File: config.mk
export PLATFORM = sky130hd
export DESIGN_NAME = turn_sequencer
export DESIGN_NICKNAME = d
export VERILOG_FILES = /design/src/rtl/reversi_pkg.sv /design/src/rtl/turn_timer.sv /design/src/rtl/turn_sequencer.sv
export SDC_FILE = /design/constraint.sdc
export NUM_CORES = 1
export LEC_CHECK = 0
export BUFFER_PORTS_ARGS = -buffer_cell sky130_fd_sc_hd__buf_2
export CAP_MARGIN = 20
export CORE_MARGIN = 8
export CORE_UTILIZATION = 54
export CTS_CLUSTER_DIAMETER = 50
export DETAILED_ROUTE_END_ITERATION = 8
export PLACE_DENSITY = 0.81
export SYNTH_ARGS = -nofsm -noshare
export SYNTH_HDL_FRONTEND = slang
export SYNTH_HIERARCHICAL = 1
export SYNTH_SLANG_ARGS = --single-unit
File: constraint.sdc
create_clock -name clk -period 3.4 [get_ports clk]
set_input_delay 0.34 -clock clk [delete_from_list [all_inputs] [get_ports clk]]
set_output_delay 0.34 -clock clk [all_outputs]
set_load 0.005 [all_outputs]
File: src/rtl/reversi_pkg.sv
// Shared definitions for the Reversi game controller.
//   state_t      : turn sequencer FSM states
//   BLACK/WHITE  : player indices of the two-colour game
//   next_player  : round-robin successor with wrap to player 0
package reversi_pkg;

  typedef enum logic [2:0] {
    ST_IDLE,
    ST_QUERY,
    ST_PLAY,
    ST_ADVANCE,
    ST_OVER
  } state_t;

  localparam int BLACK = 0;
  localparam int WHITE = 1;

  function automatic int next_player(input int cur, input int num_players);
    return (cur == num_players - 1) ? 0 : cur + 1;
  endfunction

endpackage

File: src/rtl/turn_timer.sv
// Per-move timeout down-counter.
//   clk_i    : clock, rising edge
//   rst_i    : asynchronous active-high reset, clears the count
//   load_i   : load TIMEOUT_CYCLES (takes priority over counting)
//   en_i     : count down one step per cycle while high
//   expire_o : high during the last enabled cycle of the budget
module turn_timer #(
  parameter  int TIMEOUT_CYCLES = 1,
  localparam int CW             = $clog2(TIMEOUT_CYCLES + 1)
) (
  input  logic clk_i,
  input  logic rst_i,
  input  logic load_i,
  input  logic en_i,
  output logic expire_o
);

  logic [CW-1:0] count_q, count_d;

  always_comb begin
    count_d = count_q;
    if (load_i) begin
      count_d = CW'(TIMEOUT_CYCLES);
    end else if (en_i && (count_q != '0)) begin
      count_d = count_q - CW'(1);
    end
  end

  always_ff @(posedge clk_i or posedge rst_i) begin
    if (rst_i) count_q <= '0;
    else       count_q <= count_d;
  end

  // Expiry is flagged while the final cycle is still in progress so that a
  // move_done arriving in that same cycle can override it.
  assign expire_o = en_i && (count_q == CW'(1));

endmodule

File: src/rtl/turn_sequencer.sv
// Round-robin turn sequencer for N-player Reversi.
//   clk            : clock, rising edge
//   resetn         : asynchronous reset, active-high despite its name
//   start          : begin/restart a game (highest priority)
//   move_done      : current player's move fully applied
//   check_ack      : legality checker response valid
//   has_legal      : current player has a legal move (with check_ack)
//   check_req      : legality check requested for current_player
//   current_player : player whose turn it is
//   turn_active    : waiting for current_player's move
//   pass_count     : consecutive passes so far
//   timed_out      : one-cycle pulse when a move times out
//   turn_number    : completed moves since start, saturating
//   game_over      : sticky end-of-game flag
module turn_sequencer
  import reversi_pkg::*;
#(
  parameter  int NUM_PLAYERS    = 2,
  parameter  int START_PLAYER   = BLACK,
  parameter  int TIMEOUT_CYCLES = 0,
  parameter  int TURN_W         = 8,
  localparam int PW             = $clog2(NUM_PLAYERS),
  localparam int PCW            = $clog2(NUM_PLAYERS + 1)
) (
  input  logic              clk,
  input  logic              resetn,
  input  logic              start,
  input  logic              move_done,
  input  logic              check_ack,
  input  logic              has_legal,
  output logic              check_req,
  output logic [PW-1:0]     current_player,
  output logic              turn_active,
  output logic [PCW-1:0]    pass_count,
  output logic              timed_out,
  output logic [TURN_W-1:0] turn_number,
  output logic              game_over
);

  state_t             state_q, state_d;
  logic [PW-1:0]      player_q, player_d;
  logic [PCW-1:0]     pass_q, pass_d, pass_inc;
  logic [TURN_W-1:0]  turn_q, turn_d;
  logic               timed_out_q, timed_out_d;
  logic               game_over_q, game_over_d;
  logic               timer_load, timer_expire;

  generate
    if (TIMEOUT_CYCLES > 0) begin : g_timer
      turn_timer #(.TIMEOUT_CYCLES(TIMEOUT_CYCLES)) u_timer (
        .clk_i    (clk),
        .rst_i    (resetn),
        .load_i   (timer_load),
        .en_i     (state_q == ST_PLAY),
        .expire_o (timer_expire)
      );
    end else begin : g_no_timer
      logic unused_timer_load;
      assign unused_timer_load = timer_load;
      assign timer_expire      = 1'b0;
    end
  endgenerate

  assign pass_inc = pass_q + PCW'(1);

  always_comb begin
    state_d     = state_q;
    player_d    = player_q;
    pass_d      = pass_q;
    turn_d      = turn_q;
    timed_out_d = 1'b0;
    game_over_d = game_over_q;
    timer_load  = 1'b0;

    if (start) begin
      state_d     = ST_QUERY;
      player_d    = PW'(START_PLAYER);
      pass_d      = '0;
      turn_d      = '0;
      game_over_d = 1'b0;
    end else begin
      unique case (state_q)
        ST_QUERY: begin
          if (check_ack) begin
            if (has_legal) begin
              state_d    = ST_PLAY;
              pass_d     = '0;
              timer_load = 1'b1;
            end else begin
              pass_d = pass_inc;
              if (pass_inc == PCW'(NUM_PLAYERS)) begin
                state_d     = ST_OVER;
                game_over_d = 1'b1;
              end else begin
                state_d = ST_ADVANCE;
              end
            end
          end
        end
        ST_PLAY: begin
          // A move completing in the expiry cycle beats the timeout.
          if (move_done) begin
            state_d = ST_ADVANCE;
            turn_d  = (turn_q == '1) ? turn_q : turn_q + TURN_W'(1);
          end else if (timer_expire) begin
            timed_out_d = 1'b1;
            pass_d      = pass_inc;
            if (pass_inc == PCW'(NUM_PLAYERS)) begin
              state_d     = ST_OVER;
              game_over_d = 1'b1;
            end else begin
              state_d = ST_ADVANCE;
            end
          end
        end
        ST_ADVANCE: begin
          player_d = PW'(next_player(int'(player_q), NUM_PLAYERS));
          state_d  = ST_QUERY;
        end
        default: ;
      endcase
    end
  end

  always_ff @(posedge clk or posedge resetn) begin
    if (resetn) begin
      state_q     <= ST_IDLE;
      player_q    <= PW'(START_PLAYER);
      pass_q      <= '0;
      turn_q      <= '0;
      timed_out_q <= 1'b0;
      game_over_q <= 1'b0;
    end else begin
      state_q     <= state_d;
      player_q    <= player_d;
      pass_q      <= pass_d;
      turn_q      <= turn_d;
      timed_out_q <= timed_out_d;
      game_over_q <= game_over_d;
    end
  end

  assign check_req      = (state_q == ST_QUERY);
  assign turn_active    = (state_q == ST_PLAY);
  assign current_player = player_q;
  assign pass_count     = pass_q;
  assign turn_number    = turn_q;
  assign timed_out      = timed_out_q;
  assign game_over      = game_over_q;

endmodule
==> flow_summary.yaml <==
status:
  outcome: "finished clean"
cts:
  ctsHoldBuffers: 0
  cts_tree: "done"
  clockBufferDepth: 2
  numCtsBuffers: 3
  cts_resized: 0
  cts.sinks: 15
  cts_htree_levels: 1
  clock_latency_ns: 0.28
  path_clk_slew_ns: 0.09
  cts_setup_buffers: 0
  cts-root-buf: "clkbuf_4"
sta:
  fin_crit_sh: 0.4521
  slew_violations: 0
  fin_crit_ns: 1.537
  setup_viol: 0
  slew_headroom: 0.6355
  worstMarginPinSlew_ns: 0.5461
  rsz0062_at_grt: "no"
  hold_viol_final: 0
  fmax_mhz: 650.6
  tns_ns: 0
  fin_skew_ns: 0.01164
  hold-worst-slack_ns: 0.08674
logic_synthesis:
  ys_ff_latch: 15
  yosysWarnings: 6
  synth_xor_area_frac: 0.05426
  ys.flop_type: "dfrtp_1"
  avgSynthCellArea_um2: 9.607
  seq_area_frac_synth: 0.4651
  synth_top_area_share: 0.4651
  yosys.area_share.simple: 0.2450
  muxShareOfSynthArea: 0.01240
  synth_compound_area_frac: 0.1643
  yosysUniqueCellTypes: 31
  synth_top_family_by_area: "simple AND/OR/NAND/NOR gates"
  synthTopCellsByCount: "15 x dfrtp_1, 9 x nor2_1, 7 x a21oi_1, 6 x nand2_1, 6 x o21ai_0"
  synthAdderAreaFrac: 0.03101
  syn-num-nets: 92
  yosys-top-cells-area: "dfrtp_1 47%, xor2_1 5.4%, a21oi_1 4.3%"
  synth_cells: 84
  synth.largest_area_cell: "dfrtp_1"
  synthArstFlopShare: 1.000
  syn_area_um2: 807.0
  yosysMostFrequentCell: "dfrtp_1"
  synth_edf_count: 0
route:
  drt-initial-drc-count: 10
  dr.pass1.iters: 4
  wl_um: 1581
  drc_errors: 0
  vias_per_cell: 5.446
  num_vias: 659
  antenna_left: 0
  wl_per_cell_um: 13.07
floorplan:
  core_area_mm2: 0.001454
  num_io_pins: 21
  die_x_um: 54.66
  initial_core_util: 0.5551
  rows: 14
  die_h_um: 54.66
  dieArea_mm2: 0.002988
pwr:
  p_per_area_mw_per_mm2: 403.0
  leakage_nw: 0.4642
  peakVddDrop_uv: 253.7
run:
  cap_violations: 0
worst_setup_path:
  startpoint_type: "flip-flop"
  cp.arrival_ns: 1.74
  reg2reg_to: "turn_number[5]$_DFFE_PP0P_"
  reg2reg_depth: 5
  slowest_stage: "dfrtp_1"
  timing.rr.start: "turn_number[0]$_DFFE_PP0P_"
  regToRegSetupSlack_ns: 1.86
  worstPathMaxFanout: 6
  critPathKind: "flip-flop to flip-flop"
  max_stage_delay_ns: 0.42
  crit_chain: "ha_1 > nand3_1 > o21ai_2 > or3_1 > a21oi_1"
  crit_path_end_kind: "flip-flop"
  worstPathRequired_ns: 3.61
global_routing:
  grt.overflow.total: 0
  grt_pass1_vias: 646
  grt.total_usage: 0.1178
  grt_max_degree: 17
  antenna_found_initial: 0
  grt_pass1_wl_um: 2656
finish:
  drive_gt1_frac: 0.2667
  nFillCells: 118
  multi_input_area_um2: 412.9
  regArea_um2: 375.4
  fin_nets: 114
  antenna_cells: 0
  area_delta_synth_final_pct: 16.12
  final_util: 0.6446
placed_design:
  dp_hpwl_um: 1239
  io_buffers: 19
  globalplace.congestion: 0.7846
hold_path:
  min_path_type: "input port to asynchronous set/reset pin"
-- worst max path at each step --
stage / slack (ns) / startpoint / depth (start not counted) / end
2_1_floorplan: 1.97 / turn_number[0]$_DFFE_PP0P_ / 5 / turn_number[5]$_DFFE_PP0P_
3_3_place_gp: 1.91 / turn_number[0]$_DFFE_PP0P_ / 5 / turn_number[4]$_DFFE_PP0P_
3_5_place_dp: 1.86 / turn_number[0]$_DFFE_PP0P_ / 5 / turn_number[5]$_DFFE_PP0P_
4_1_cts: 1.84 / turn_number[0]$_DFFE_PP0P_ / 5 / turn_number[5]$_DFFE_PP0P_
5_1_grt: 1.74 / turn_number[0]$_DFFE_PP0P_ / 5 / turn_number[4]$_DFFE_PP0P_
6_report: 1.86 / turn_number[0]$_DFFE_PP0P_ / 5 / turn_number[5]$_DFFE_PP0P_
-- layout make-up --
type,count,area share
tap,16,0.02136
timing repair buffer,19,0.1015
clock buffer,4,0.02804
multi-input combinational,65,0.4406
sequential,15,0.4005
inverter,2,0.008011
-- sequential cells by signal, summed over array words and instances, names as in the netlist --
signal / flops
turn_number: 8
state_q: 3
pass_count: 2
current_player: 1
game_over: 1
-- layout by cell type, fill, tap and decap left out, types with 2 or more instances in the layout --
master,instances
o211ai_1,2
a21oi_1,7
nand2_1,6
ha_1,2
nand2b_1,2
o21ai_0,6
or3_1,4
clkbuf_4,3
nor2_1,9
xor2_1,5
buf_2,19
nand3_1,4
nor2b_1,2
dfrtp_1,15
inv_1,2
-- metrics by stage --
stage | std cells | setup slack, ns | cell area (µm²) | power (W)
CTS | 121 | 1.839 | 937.1 | 0.0003838
floorplan | 84 | 1.969 | 807.0 | 0.0002597
global route | 121 | 1.741 | 937.1 | 0.0004054
detailed placement | 117 | 1.857 | 910.9 | 0.0002851
global placement | 117 | 1.914 | 910.9 | 0.0002829
finish | 121 | 1.863 | 937.1 | 0.0003777
-- per-layer routing --
layer  track usage  routed length, µm  up-vias
li1              -                  -      340
met1        0.1304                679      304
met3       0.04891                 93        0
met2        0.2094                808       15
met5             0                  0        -
met4       0.01639                  0        0
-- worst max-delay path: cells and delay by family (launching register included) --
family	cells	cell delay, ns
compound gates	2	0.28
flops	1	0.42
simple gates	2	0.52
fa+ha+maj	1	0.25
-- where the power goes --
| group | internal (W) | switching (W) | leakage [nW] |
|---|---|---|---|
| combinational | 0.0000362 | 0.0000397 | 0.246 |
| sequential | 0.000191 | 0.0000145 | 0.203 |
| clock | 0.0000455 | 0.0000512 | 0.0150 |
| total | 0.000272 | 0.000105 | 0.464 |
-- logic make-up (layout without fill, tap and decap cells) --
group,count (synthesis),after routing
flip-flops,15,15
other,1,1
buffers and inverters,4,25
XOR/XNOR,5,5
adder cells (fa/ha/maj),2,2
multiplexers,1,1
AND/OR/NAND/NOR,35,35
AO/OA/AOI/OAI,21,21
Note: power is estimated with default switching activity, not from simulation.
